<file path="src/rtl/rst_sequencer_pkg.sv">
// Shared definitions for the reset sequencer: reset-cause codes, FSM states,
// and a small helper for sizing counters.
package rst_sequencer_pkg;

  localparam logic [1:0] RST_CAUSE_POR  = 2'b00;
  localparam logic [1:0] RST_CAUSE_BTN  = 2'b01;
  localparam logic [1:0] RST_CAUSE_SW   = 2'b10;
  localparam logic [1:0] RST_CAUSE_TRAP = 2'b11;

  typedef enum logic [1:0] {
    ST_ASSERT  = 2'd0,
    ST_RELEASE = 2'd1,
    ST_RUN     = 2'd2
  } seq_state_e;

  function automatic int max_int(input int a, input int b);
    return (a > b) ? a : b;
  endfunction

endpackage

</file>
<file path="src/rtl/rst_sequencer_debounce.sv">
// Push-button conditioner: multi-flop synchroniser followed by a stable-count
// debouncer; emits a single-cycle pulse when the debounced level rises.
module rst_sequencer_debounce #(
  parameter int DEBOUNCE    = 100000,
  parameter int SYNC_STAGES = 2
) (
  input  logic clk_i,
  input  logic rst_i,
  input  logic btn_i,
  output logic press_o
);

  localparam int CNT_W = $clog2(DEBOUNCE + 1);
  localparam logic [CNT_W-1:0] CNT_LOAD = CNT_W'(DEBOUNCE - 1);

  logic [SYNC_STAGES-1:0] sync_q;
  logic [CNT_W-1:0]       cnt_q;
  logic                   level_q;
  logic                   press_q;
  logic                   btn_s;

  assign btn_s   = sync_q[SYNC_STAGES-1];
  assign press_o = press_q;

  // cnt_q counts down the remaining samples that must disagree with level_q
  always_ff @(posedge clk_i) begin
    if (rst_i) begin
      sync_q  <= '0;
      cnt_q   <= CNT_LOAD;
      level_q <= 1'b0;
      press_q <= 1'b0;
    end else begin
      sync_q  <= {sync_q[SYNC_STAGES-2:0], btn_i};
      press_q <= 1'b0;
      if (btn_s == level_q) begin
        cnt_q <= CNT_LOAD;
      end else if (cnt_q == '0) begin
        level_q <= btn_s;
        press_q <= btn_s;
        cnt_q   <= CNT_LOAD;
      end else begin
        cnt_q <= cnt_q - 1'b1;
      end
    end
  end

endmodule

</file>
<file path="src/rtl/rst_sequencer.sv">
// Reset manager: stretches reset, releases N_OUT domains in order, and re-enters
// reset on button, software or trap requests while recording cause and count.
//
//   state      | meaning
//   ST_ASSERT  | all domains held in reset, hold counter running
//   ST_RELEASE | domains being released one per STAGGER cycles, index 0 first
//   ST_RUN     | all domains released, ready high, trap edges armed
module rst_sequencer
  import rst_sequencer_pkg::*;
#(
  parameter int N_OUT       = 3,
  parameter int HOLD_CYCLES = 65535,
  parameter int STAGGER     = 256,
  parameter int DEBOUNCE    = 100000,
  parameter int SYNC_STAGES = 2,
  parameter int TRAP_RST_EN = 1
) (
  input  logic             clk,
  input  logic             rst,
  input  logic             btn_rst,
  input  logic             sw_rst_req,
  input  logic             trap,
  output logic [N_OUT-1:0] rst_out,
  output logic             ready,
  output logic [1:0]       rst_cause,
  output logic [7:0]       rst_count
);

  localparam int CNT_W = $clog2(max_int(HOLD_CYCLES, STAGGER) + 1);
  // Master reset loads one extra cycle because E0 is the edge after the last
  // reset edge; a request loads one fewer so rst_out[0] falls HOLD_CYCLES edges
  // after the edge that accepted it.
  localparam logic [CNT_W-1:0] HOLD_LOAD    = CNT_W'(HOLD_CYCLES);
  localparam logic [CNT_W-1:0] HOLD_RELOAD  = CNT_W'(HOLD_CYCLES - 1);
  localparam logic [CNT_W-1:0] STAGGER_LOAD = CNT_W'(STAGGER - 1);

  seq_state_e       state_q;
  logic [CNT_W-1:0] cnt_q;
  logic [N_OUT-1:0] rst_out_q;
  logic             ready_q;
  logic [1:0]       cause_q;
  logic [7:0]       count_q;
  logic             trap_q;

  logic             btn_press;
  logic             trap_req;
  logic             req;
  logic [1:0]       req_cause;
  logic [N_OUT-1:0] rst_shift;

  rst_sequencer_debounce #(
    .DEBOUNCE    (DEBOUNCE),
    .SYNC_STAGES (SYNC_STAGES)
  ) u_debounce (
    .clk_i   (clk),
    .rst_i   (rst),
    .btn_i   (btn_rst),
    .press_o (btn_press)
  );

  assign trap_req  = (TRAP_RST_EN != 0) && (state_q == ST_RUN) && trap && !trap_q;
  assign req       = btn_press || sw_rst_req || trap_req;
  assign req_cause = btn_press  ? RST_CAUSE_BTN :
                     sw_rst_req ? RST_CAUSE_SW  : RST_CAUSE_TRAP;
  assign rst_shift = rst_out_q << 1;

  always_ff @(posedge clk) begin
    if (rst) begin
      state_q   <= ST_ASSERT;
      cnt_q     <= HOLD_LOAD;
      rst_out_q <= '1;
      ready_q   <= 1'b0;
      cause_q   <= RST_CAUSE_POR;
      count_q   <= 8'd0;
      trap_q    <= 1'b0;
    end else begin
      trap_q <= trap;
      if (req) begin
        state_q   <= ST_ASSERT;
        cnt_q     <= HOLD_RELOAD;
        rst_out_q <= '1;
        ready_q   <= 1'b0;
        cause_q   <= req_cause;
        if (count_q != 8'hFF) count_q <= count_q + 8'd1;
      end else begin
        case (state_q)
          ST_ASSERT, ST_RELEASE: begin
            // Shifting left clears the lowest still-asserted domain next.
            if (cnt_q == '0) begin
              rst_out_q <= rst_shift;
              cnt_q     <= STAGGER_LOAD;
              if (rst_shift == '0) begin
                state_q <= ST_RUN;
                ready_q <= 1'b1;
              end else begin
                state_q <= ST_RELEASE;
              end
            end else begin
              cnt_q <= cnt_q - 1'b1;
            end
          end
          ST_RUN: begin
            rst_out_q <= '0;
            ready_q   <= 1'b1;
          end
          default: begin
            state_q   <= ST_ASSERT;
            cnt_q     <= HOLD_RELOAD;
            rst_out_q <= '1;
            ready_q   <= 1'b0;
          end
        endcase
      end
    end
  end

  assign rst_out   = rst_out_q;
  assign ready     = ready_q;
  assign rst_cause = cause_q;
  assign rst_count = count_q;

endmodule

</file>
<file path="config.mk">
export PLATFORM = sky130hd
export DESIGN_NAME = rst_sequencer
export DESIGN_NICKNAME = d
export VERILOG_FILES = /design/src/rtl/rst_sequencer_pkg.sv /design/src/rtl/rst_sequencer_debounce.sv /design/src/rtl/rst_sequencer.sv
export SDC_FILE = /design/constraint.sdc
export NUM_CORES = 1
export LEC_CHECK = 0
export BUFFER_PORTS_ARGS = -buffer_cell sky130_fd_sc_hd__buf_2
export CAP_MARGIN = 20
export CORE_UTILIZATION = 63
export DETAILED_ROUTE_END_ITERATION = 7
export PLACE_DENSITY = 0.83
export SYNTH_ARGS = -nofsm -noshare
export SYNTH_HDL_FRONTEND = slang
export SYNTH_HIERARCHICAL = 1
export SYNTH_SLANG_ARGS = --single-unit
</file>
<file path="constraint.sdc">
create_clock -name clk -period 5.6 [get_ports clk]
set_clock_uncertainty 0.1 [all_clocks]
set_input_delay 0.84 -clock clk [delete_from_list [all_inputs] [get_ports clk]]
set_output_delay 0.84 -clock clk [all_outputs]
set_load 0.1 [all_outputs]
</file>
### Yosys cells after proc, flatten, opt, wreduce, memory -nomap -nowiden

Cells that the tools add are included.

* add/subtract/negate cells: 3
* bitwise operators: 3
* shift operators: 0
* reduce and logical (&&, ||, !) cells: 17
* multipliers: 0
* equal/unequal tests: 7
* magnitude comparators: 0
* mux-type cells: 13
* div/mod/pow operators: 0

Operators with widths (number)
* one-hot mux 16 bit (2 select lines): 1
* logical NOT 17 bit: 1
* subtractor 17 x 1 -> 17 bit, second input constant: 1
* logical NOT 16 bit: 1
* two-way mux 16 bit: 1
* subtractor 16 x 1 -> 16 bit, second input constant: 1
* adder 8 x 1 -> 8 bit, second input constant: 1
* != test 8 bit, second input constant: 1
* AND reduction 2 bit: 4
* two-way mux 2 bit: 3
* != test 2 bit, second input constant: 3
* one-hot mux 3 bit (2 select lines): 1
* OR reduction 3 bit: 2
* two-way mux 1 bit: 4
* one-hot mux 2 bit (2 select lines): 1
* OR reduction 2 bit: 2
* logical NOT 3 bit: 1
* two-way mux 3 bit: 1
* inverter 1 bit: 3
* == test 2 x 1 -> 1 bit, second input constant: 1
* == test 2 bit, second input constant: 1
* logical AND 1 bit: 2
* logical NOT 2 bit: 1
* logical OR 1 bit: 2
* 3 further kinds: 3

* flip-flop bits (word level): 54
* word-level logic and storage cells: 55
* memory bits (read-only): 0
* latch bits: 0
* memories: 0
* bits in writable memories: 0
* output and inout bits: 14

### Longest topological paths before layout

Gate-level depths: netlist of run 1.

* depth after elaboration: 5
* depth in mapped cells: 7
* mapped depth without buffers: 6

### Modules after synthesis

The synthesis of run 1 kept the hierarchy.

By module, submodules not included
* rst_sequencer: seq. area each 660.6 µm², cells each 184, instances 1, area each 1595.3 µm²
* rst_sequencer_debounce: seq. area each 420.4 µm², cells each 92, instances 1, area each 903.4 µm²

### Worst setup path after synthesis of run 1

OpenSTA, ideal clock, no wires.

* kind: register to register
* start: register count_q[0] (netlist: rst_count[0])
* end: register count_q[7] (netlist: rst_count[7])
* library setup time: 123 ps
* arrival time: 2169 ps
* setup slack: 3207 ps
* stages on the path, launching flop included: 6
* path through: dfxtp_1 > ha_1 > nand3_1 > nor2_1 > nor4_1 > mux2_1

* cells in the longest elaborated chain, start to end: 2

Ends and longest elaborated chain
* start, declared: RTL line rst_sequencer.sv:42 `logic [7:0] count_q;`
* start signal, assigned: RTL line rst_sequencer.sv:84 `if (count_q != 8'hFF) count_q <= count_q + 8'd1;`
* parallel branches: the longest is 2 deep, another holds adder 8 x 1 -> 8 bit

Several ways; the timed one is not identified.
A chain may end at the register's enable or synchronous reset.

### Worst setup path after layout of run 1

* start: input port sw_rst_req
* end: register count_q[7] (netlist: rst_count[7])

* cells in the longest elaborated chain, start to end: 3

Ends and longest elaborated chain
* start, declared: RTL line rst_sequencer.sv:21 `input logic sw_rst_req,`
* logical OR 1 bit (2 in series): RTL line rst_sequencer.sv:62 `assign req = btn_press || sw_rst_req || trap_req;`
* AND reduction 2 bit (no source line)

No other way between the ends.

==> results of run 1 <==
routing by layer:
layer | GRT usage, % | part of all wire, % | up-vias
li1 | - | - | 1048
met1 | 31.8 | 49 | 953
met2 | 41.1 | 45 | 48
met3 | 5.99 | 4.8 | 8
met4 | 9.17 | 1.3 | 0
met5 | 0 | 0 | -
worst reg2reg max path: stages (launching register included):
cell and delay [ns]:
dfxtp_1 0.36, inv_1 0.07, ha_1 0.18, nor3b_2 0.42, nand3_1 0.34, o311a_1 0.56, nand3_1 0.12
power by group:
| part | switching (mW) | internal, mW | leakage, nW | total, mW |
|---|---|---|---|---|
| clock | 0.114 | 0.0956 | 0.0431 | 0.210 |
| combinational | 0.0246 | 0.00913 | 0.433 | 0.0337 |
| sequential | 0.00329 | 0.387 | 0.438 | 0.391 |
| total | 0.142 | 0.492 | 0.914 | 0.635 |
cell usage in the layout (no fill, tap or decap), types with 2 or more instances in the layout:
cell	n
dfxtp_1	54
nand2_1	29
nor2_1	26
buf_2	18
xor2_1	15
nand3_1	14
or4_1	10
a21oi_1	9
nor3_1	9
inv_1	8
nand4_1	8
o31ai_1	8
nor2b_1	6
nor4_1	6
or3_1	6
clkbuf_8	6
o21ai_0	5
o21ai_1	5
a311o_1	4
nand2b_1	4
a211o_1	3
ha_1	3
xnor2_1	3
and3_1	2
nor4_4	2
nor3b_2	2
o21a_1	2
a211oi_1	2
nand4b_1	2
stage by stage:
stage	utilization (%)	setup slack, ns	total power, mW	cells	hold WS (ns)
finish	72.0	3.32	0.635	342	0.351
global route	72.0	3.14	0.660	342	0.363
CTS	72.0	3.34	0.639	342	0.350
detailed placement	69.8	3.01	0.434	336	0.333
global placement	69.8	3.04	0.433	336	0.313
floorplan	-	3.21	0.426	276	0.291
final timing paths:
check / startpoint / end / slack [ns]
worst max-delay path: sw_rst_req / rst_count[7] / 3.32
worst min-delay path: u_debounce/cnt_q[0] / u_debounce/cnt_q[0] / 0.35
worst max register to register: u_debounce/cnt_q[0] / u_debounce/cnt_q[7] / 3.41
worst min register to register: u_debounce/cnt_q[0] / u_debounce/cnt_q[0] / 0.35
layout make-up:
class / count / area, µm²
clock buffer: 6 / 82.6
fill: 308 / 1050
inverter: 9 / 33.8
multi-input combinational: 207 / 1350
sequential: 54 / 1080
tap: 48 / 60.1
timing repair buffer: 18 / 90.1
registers in the layout (all words and copies together) (netlist names):
| register | count |
|---|---|
| state_q | 2 |
| ready | 1 |
| trap_q | 1 |
| u_debounce/sync_q | 2 |
| u_debounce/level_q | 1 |
| u_debounce/press_o | 1 |
| rst_count | 8 |
| cnt_q | 16 |
| rst_cause | 2 |
| u_debounce/cnt_q | 17 |
| rst_out | 3 |
cells by family after synthesis:
kind of cell | share of synthesized area, %
AND/OR/NAND/NOR | 31.4
flip-flops | 43.3
AO/OA/AOI/OAI | 13.9
XOR/XNOR | 6.31
buffers and inverters | 2.75
adder cells (fa/ha/maj) | 1.50
multiplexers | 0.851
==> metrics.txt, run 1 <==
Synth top cells by count=54 x dfxtp_1, 29 x nand2_1, 26 x nor2_1, 15 x xor2_1, 14 x nand3_1; router iterations before antenna repair=4; CP Buf/Inv Count=1; io pins=19; Seq cells post-synth=54; hold crit path type=reg2reg; area leader, netlist=dfxtp_1; Avg Cell Area, Syn=9.05 µm²; Post-Route WL=4.76 mm; RSZ-0062 raised after global routing=false; max_slew headroom=41.8%; number of cells on the critical path=5; max_cap viols=0; Synth Net Count=284; Primary FF master, synth=dfxtp_1; crit share post-route=40.6%; initial antenna violation count=0; Synth async-reset ratio=0%; final hold violation count=0; setup TNS=0 ns; Antenna Nets Post-Route=0; core area=3740 µm²; worst r2r path cells=6; chip width=65.0 µm; hold depth=1; Seq/Total Area, Yosys=43.3%; top-count cell post-synth=dfxtp_1; first-pass GRT wire length=8.27 mm; share of layout cells above drive strength 1=11.6%; total number of vias=2057; Clock transition at path regs=0.08 ns; floorplan row count=22; Resized cells post-CTS=0; n_diodes=0; CTS tree=done; CTS Hold Bufs=0; Area Overhead vs Synth=7.91%; Data arrival, critical path=2.37 ns; ranking of synthesized cells by area=dfxtp_1 43%, xor2_1 5.3%, nand2_1 4.4%, nor2_1 3.9%, or4_1 3.0%; clock sinks=54; die area=4220 µm²; clock latency on the worst-skew pair=0.30 ns; CTS buffer count=5; max incr delay on CP=0.68 ns; largest net degree at the start of global routing=20; Fmax achieved=0.439 GHz; initial core utilization=66.7%; Mapped Cells=276; GRT Overall Usage=25.1%; Port Buffers=18; wire length per cell=13.9 µm; share of the synthesized area in the top cell type=43.3%; WS Path Type=in2reg; final non-filler cell area=2700 µm²; Cell variety after synth=53; critical-path maximum fanout=16; Req. time, crit path=5.69 ns; crit path time final=2.28 ns; RePlAce Congestion=0.845; die height=65.0 µm; Final nets=303; global route overflow=0; synth warn=6; Max Slew Vio Count=0; drt drc=0; critical path, cell by cell=buf_2 > or2_1 > nor2b_1 > nor4_1 > mux2_1; Root Driver=clkbuf_8; pwr dens=235 nW/µm²; slew of the pin with the lowest slew margin=0.871 ns; clock buffer depth=2; outcome=complete, no violations; vias in the first global route=1905; via/cell ratio=6.01; postcts setup bufs=0; crit path launch type=input pin; placed wire-length estimate=3.42 mm; H-tree depth=2; Leakage=0.914 nW; # setup viols final=0; 1st-iter DRT viols=174; CP max stage cell=nor2b_1; Post-synth EDFFs=0; DP Area=2610 µm²; VDD IR max=0.165 mV; area of the mapped netlist=2500 µm²; delay-heaviest family, CP=simple AND/OR/NAND/NOR gates; CP endpoint kind=flop
No activity file was read; power rests on OpenSTA's default activity.
==> run 2: changes to the inputs <==
CORE_UTILIZATION = 59   (was 63)
PLACE_DENSITY = 0.78   (was 0.83)
clock period = 2.2 ns   (was 5.6 ns; I/O delays follow)
==> metrics.txt, run 2 (synthesis results as in run 1) <==
slew of the pin with the lowest slew margin=0.565 ns; first-pass GRT wire length=8.39 mm; # fillers=329; number of flip-flops in the largest register=17; final worst setup slack=0.218 ns; max incr delay on CP=0.54 ns; Crit Reg-Reg Startpoint=u_debounce/cnt_q[13]; # setup viols final=0; register share of total power=56.4%; most frequent cells in the layout=52 x dfxtp_1, 29 x nand2_1, 26 x nor2_1, 18 x buf_2, 15 x xor2_1; clock buffer depth=2; worst r2r path cells=4; DRT met1 WL=2.37 mm; pre-CTS WS=0.253 ns; hold crit path type=in2reg; metal2 WL=2.43 mm; Data arrival, critical path=2.07 ns; io pins=19; Clk pwr share=38.4%; Leakage=0.984 nW; crit share post-route=90.1%; WHS Endpoint=u_debounce/sync_q[0]; router iterations before antenna repair=4; area of the multi-input gates=1350 µm²; Max Slew Vio Count=0; FF+latch area=1080 µm²; Critical R2R Capture=u_debounce/cnt_q[8]; GRT Overall Usage=25.0%; share of layout cells above drive strength 1=15.7%; Post-Route WL=5.05 mm; CTS buffer count=5; total number of vias=2093; largest net degree at the start of global routing=20; outcome=complete, no violations; CP Buf/Inv Count=0; placed wire-length estimate=3.63 mm; n_diodes=0; Final Core Density=69.7%; switching part of the total=23.1%; RSZ-0062 raised after global routing=false; die area=4500 µm²; clock sinks=54; max_slew headroom=62.0%; Fmax achieved=0.504 GHz; Resized cells post-CTS=0; crit path launch type=flop; Final nets=313; initial core utilization=62.0%; Root Driver=clkbuf_8; Area Overhead vs Synth=12.3%; Antenna Nets Post-Route=0; routed wl met3=138 µm; max_cap viols=0; critical path, cell by cell=or4_1 > or3_4 > o311ai_4 > nor2_1; CTS Hold Bufs=0; Clock transition at path regs=0.09 ns; CTS tree=done; hold depth=2; global route overflow=0; RePlAce Congestion=0.806; setup TNS=0 ns; clock latency on the worst-skew pair=0.31 ns; delay-heaviest family, CP=simple AND/OR/NAND/NOR gates; Worst Hold Launch=btn_rst; VDD IR max=0.364 mV; 1st-iter DRT viols=106; chip width=67.1 µm; Req. time, crit path=2.29 ns; die height=67.1 µm; critical-path maximum fanout=7; CP max stage cell=or4_1; wire length per cell=14.2 µm; pwr dens=628 nW/µm²; initial antenna violation count=0; Power Internal=1.36 mW; drt drc=0; floorplan row count=23; most common cell after layout, fill and taps aside=dfxtp_1; switching power=0.408 mW; postcts setup bufs=0; H-tree depth=2; highest metal used=met4; crit path time final=1.98 ns; hold slack=0.127 ns; Reg with most FFs=u_debounce/cnt_q; via/cell ratio=5.88; final hold violation count=0; WS Path Type=reg2reg; Worst R2R Setup Slack=0.22 ns; vias in the first global route=1922; core area=4030 µm²; Port Buffers=18; CP endpoint kind=flop; Comb power frac=5.2%
==> run 2: layout make-up <==
type | instances | area share (%)
multi-input cells | 207 | 48.1
flip-flops and latches | 54 | 38.6
repair buffers | 28 | 5.88
clock buffers | 5 | 2.45
well taps | 50 | 2.23
clock inverters | 3 | 1.56
inverters | 9 | 1.20
==> run 2: worst max path at each step <==
stage	startpoint	to	slack [ns]	depth (start not counted)
floorplan	rst_count[2]	rst_count[7]	0.02	4
global placement	u_debounce/cnt_q[13]	u_debounce/cnt_q[10]	0.29	4
detailed placement	u_debounce/cnt_q[13]	u_debounce/cnt_q[8]	0.25	4
CTS	u_debounce/cnt_q[13]	u_debounce/cnt_q[8]	0.24	4
global route	cnt_q[0]	rst_out[1]	0.08	5
finish	u_debounce/cnt_q[13]	u_debounce/cnt_q[8]	0.22	4
==> run 2: metrics by stage <==
stage / total power, mW / cell area, µm² / instances
after global routing: 1.81 / 2810 / 356
after detailed placement: 1.11 / 2690 / 348
after global placement: 1.11 / 2690 / 348
after CTS: 1.76 / 2810 / 356
after floorplan: 1.09 / 2500 / 276
final: 1.76 / 2810 / 356
==> run 2: per-layer routing <==
metal | vias up | global-route usage [%]
met5 | - | 0
met4 | 0 | 13.6
met3 | 11 | 4.79
met2 | 33 | 41.5
met1 | 974 | 29.8
li1 | 1075 | -
==> run 2: worst reg2reg max path: cells and delay by family, from the launching register on <==
family           cells  cell delay (ns)
AO/OA/AOI/OAI        1             0.38
AND/OR/NAND/NOR      3             1.04
flip-flops           1             0.34
==> run 2: power by group through the flow <==
stage / combinational [mW] / clock [mW] / sequential [mW]
floorplan: 0.0400 / 0 / 1.05
global placement: 0.0899 / 0 / 1.02
detailed placement: 0.0911 / 0 / 1.02
CTS: 0.0917 / 0.678 / 0.995
global route: 0.0980 / 0.718 / 0.997
finish: 0.0911 / 0.677 / 0.995
==> run 3: changes to the inputs <==
CORE_UTILIZATION = 40   (was 59)
PLACE_DENSITY = default   (was 0.78)
==> metrics.txt, run 3 (synthesis results as in run 1) <==
outcome=complete, no violations; Leakage=0.968 nW; Data arrival, critical path=2.13 ns; initial core utilization=42.0%; Reg with most FFs=u_debounce/cnt_q; number of cells on the critical path=4; io pins=19; die area=6570 µm²; Clock transition at path regs=0.10 ns; share of layout cells above drive strength 1=15.4%; drt drc=0; max incr delay on CP=0.54 ns; crit path time final=1.98 ns; Post-Route WL=5.04 mm; WHS Endpoint=u_debounce/sync_q[0]; WS Path Type=reg2reg; CTS buffer count=5; worst r2r path cells=4; # setup viols final=0; most frequent cells in the layout=52 x dfxtp_1, 29 x nand2_1, 26 x nor2_1, 18 x buf_2, 15 x xor2_1; die height=81.0 µm; delay-heaviest family, CP=simple AND/OR/NAND/NOR gates; hold depth=2; Fmax achieved=0.506 GHz; n_diodes=0; Max Slew Vio Count=0; chip width=81.0 µm; router iterations before antenna repair=4; RePlAce Congestion=0.818; global route overflow=0; Area Overhead vs Synth=12.5%; critical path, cell by cell=or4_1 > or3_4 > o311a_1 > nand3_1; floorplan row count=28; number of flip-flops in the largest register=17; crit path launch type=flop; max_slew headroom=59.8%; initial antenna violation count=0; placed wire-length estimate=3.65 mm; largest net degree at the start of global routing=17; first-pass GRT wire length=8.81 mm; final non-filler cell area=2810 µm²; CTS tree=done; crit share post-route=89.8%; CP endpoint kind=flop; Crit Reg-Reg Startpoint=u_debounce/cnt_q[13]; final cell count without fillers=381; setup TNS=0 ns; Worst Setup SP=u_debounce/cnt_q[13]; clock latency on the worst-skew pair=0.30 ns; final hold violation count=0; vias in the first global route=1925; GRT Overall Usage=17.2%; most common cell after layout, fill and taps aside=dfxtp_1; CP max stage cell=or4_1; slew of the pin with the lowest slew margin=0.597 ns; clock buffer depth=2; via/cell ratio=5.49; Final nets=313; critical-path maximum fanout=9; placed insts=373; Antenna Nets Post-Route=0; total number of vias=2090; Port Buffers=18; VDD IR max=0.312 mV; Critical R2R Capture=u_debounce/cnt_q[15]; Final Core Density=47.2%; Worst R2R Setup Slack=0.22 ns; Req. time, crit path=2.35 ns; H-tree depth=2; Resized cells post-CTS=0; RSZ-0062 raised after global routing=false; postcts setup bufs=0; hold crit path type=in2reg; 1st-iter DRT viols=77; CP Buf/Inv Count=0; CTS Hold Bufs=0; Worst Hold Launch=btn_rst; max_cap viols=0; Root Driver=clkbuf_8; clock sinks=54; wire length per cell=13.2 µm; DP Area=2730 µm²; core area=5960 µm²; pwr dens=582 nW/µm²
[run 3: changes by cell type in the layout (fill, tap and decap cells not counted)]
cell,before,now
bufinv_16,1,0
clkinv_4,0,1
clkbuf_1,0,1
inv_6,1,0
[run 3: worst max-delay path by stage]
| stage | end | slack [ns] |
|---|---|---|
| finish | u_debounce/cnt_q[15] | 0.22 |
| global route | cnt_q[10] | 0.08 |
| CTS | u_debounce/cnt_q[15] | 0.22 |
| detailed placement | u_debounce/cnt_q[15] | 0.26 |
| global placement | u_debounce/cnt_q[15] | 0.27 |
| floorplan | rst_count[7] | 0.02 |
[run 3: power by group]
part / leakage, nW / switching, mW / internal (mW) / total (mW)
registers: 0.439 / 0.00809 / 0.987 / 0.995
logic: 0.484 / 0.0653 / 0.0279 / 0.0932
clock network: 0.0452 / 0.322 / 0.226 / 0.548
total: 0.968 / 0.396 / 1.24 / 1.64
[run 3: metal layers]
| metal | wire, µm | vias up | track usage, % |
|---|---|---|---|
| li1 | - | 1070 | - |
| met1 | 2590 | 986 | 23.7 |
| met2 | 2200 | 28 | 26.6 |
| met3 | 188 | 6 | 3.60 |
| met4 | 68 | 0 | 5.54 |
| met5 | 0 | - | 0 |
[run 3: area by class of cell]
cell class	instances	area (µm²)
Timing Repair Buffer	28	165
Clock inverter	2	13.8
Multi-Input combinational cell	207	1350
Inverter	9	33.8
Tap cell	75	93.8
Sequential cell	54	1080
Clock buffer	6	72.6
Fill cell	584	3140
[run 3: per-stage QoR]
step	worst slack, ns	total power [mW]	hold slack [ns]
2_1_floorplan	0.0156	1.09	0.291
3_3_place_gp	0.265	1.11	0.310
3_5_place_dp	0.257	1.11	0.313
4_1_cts	0.222	1.66	0.147
5_1_grt	0.0811	1.70	0.160
6_report	0.224	1.64	0.143
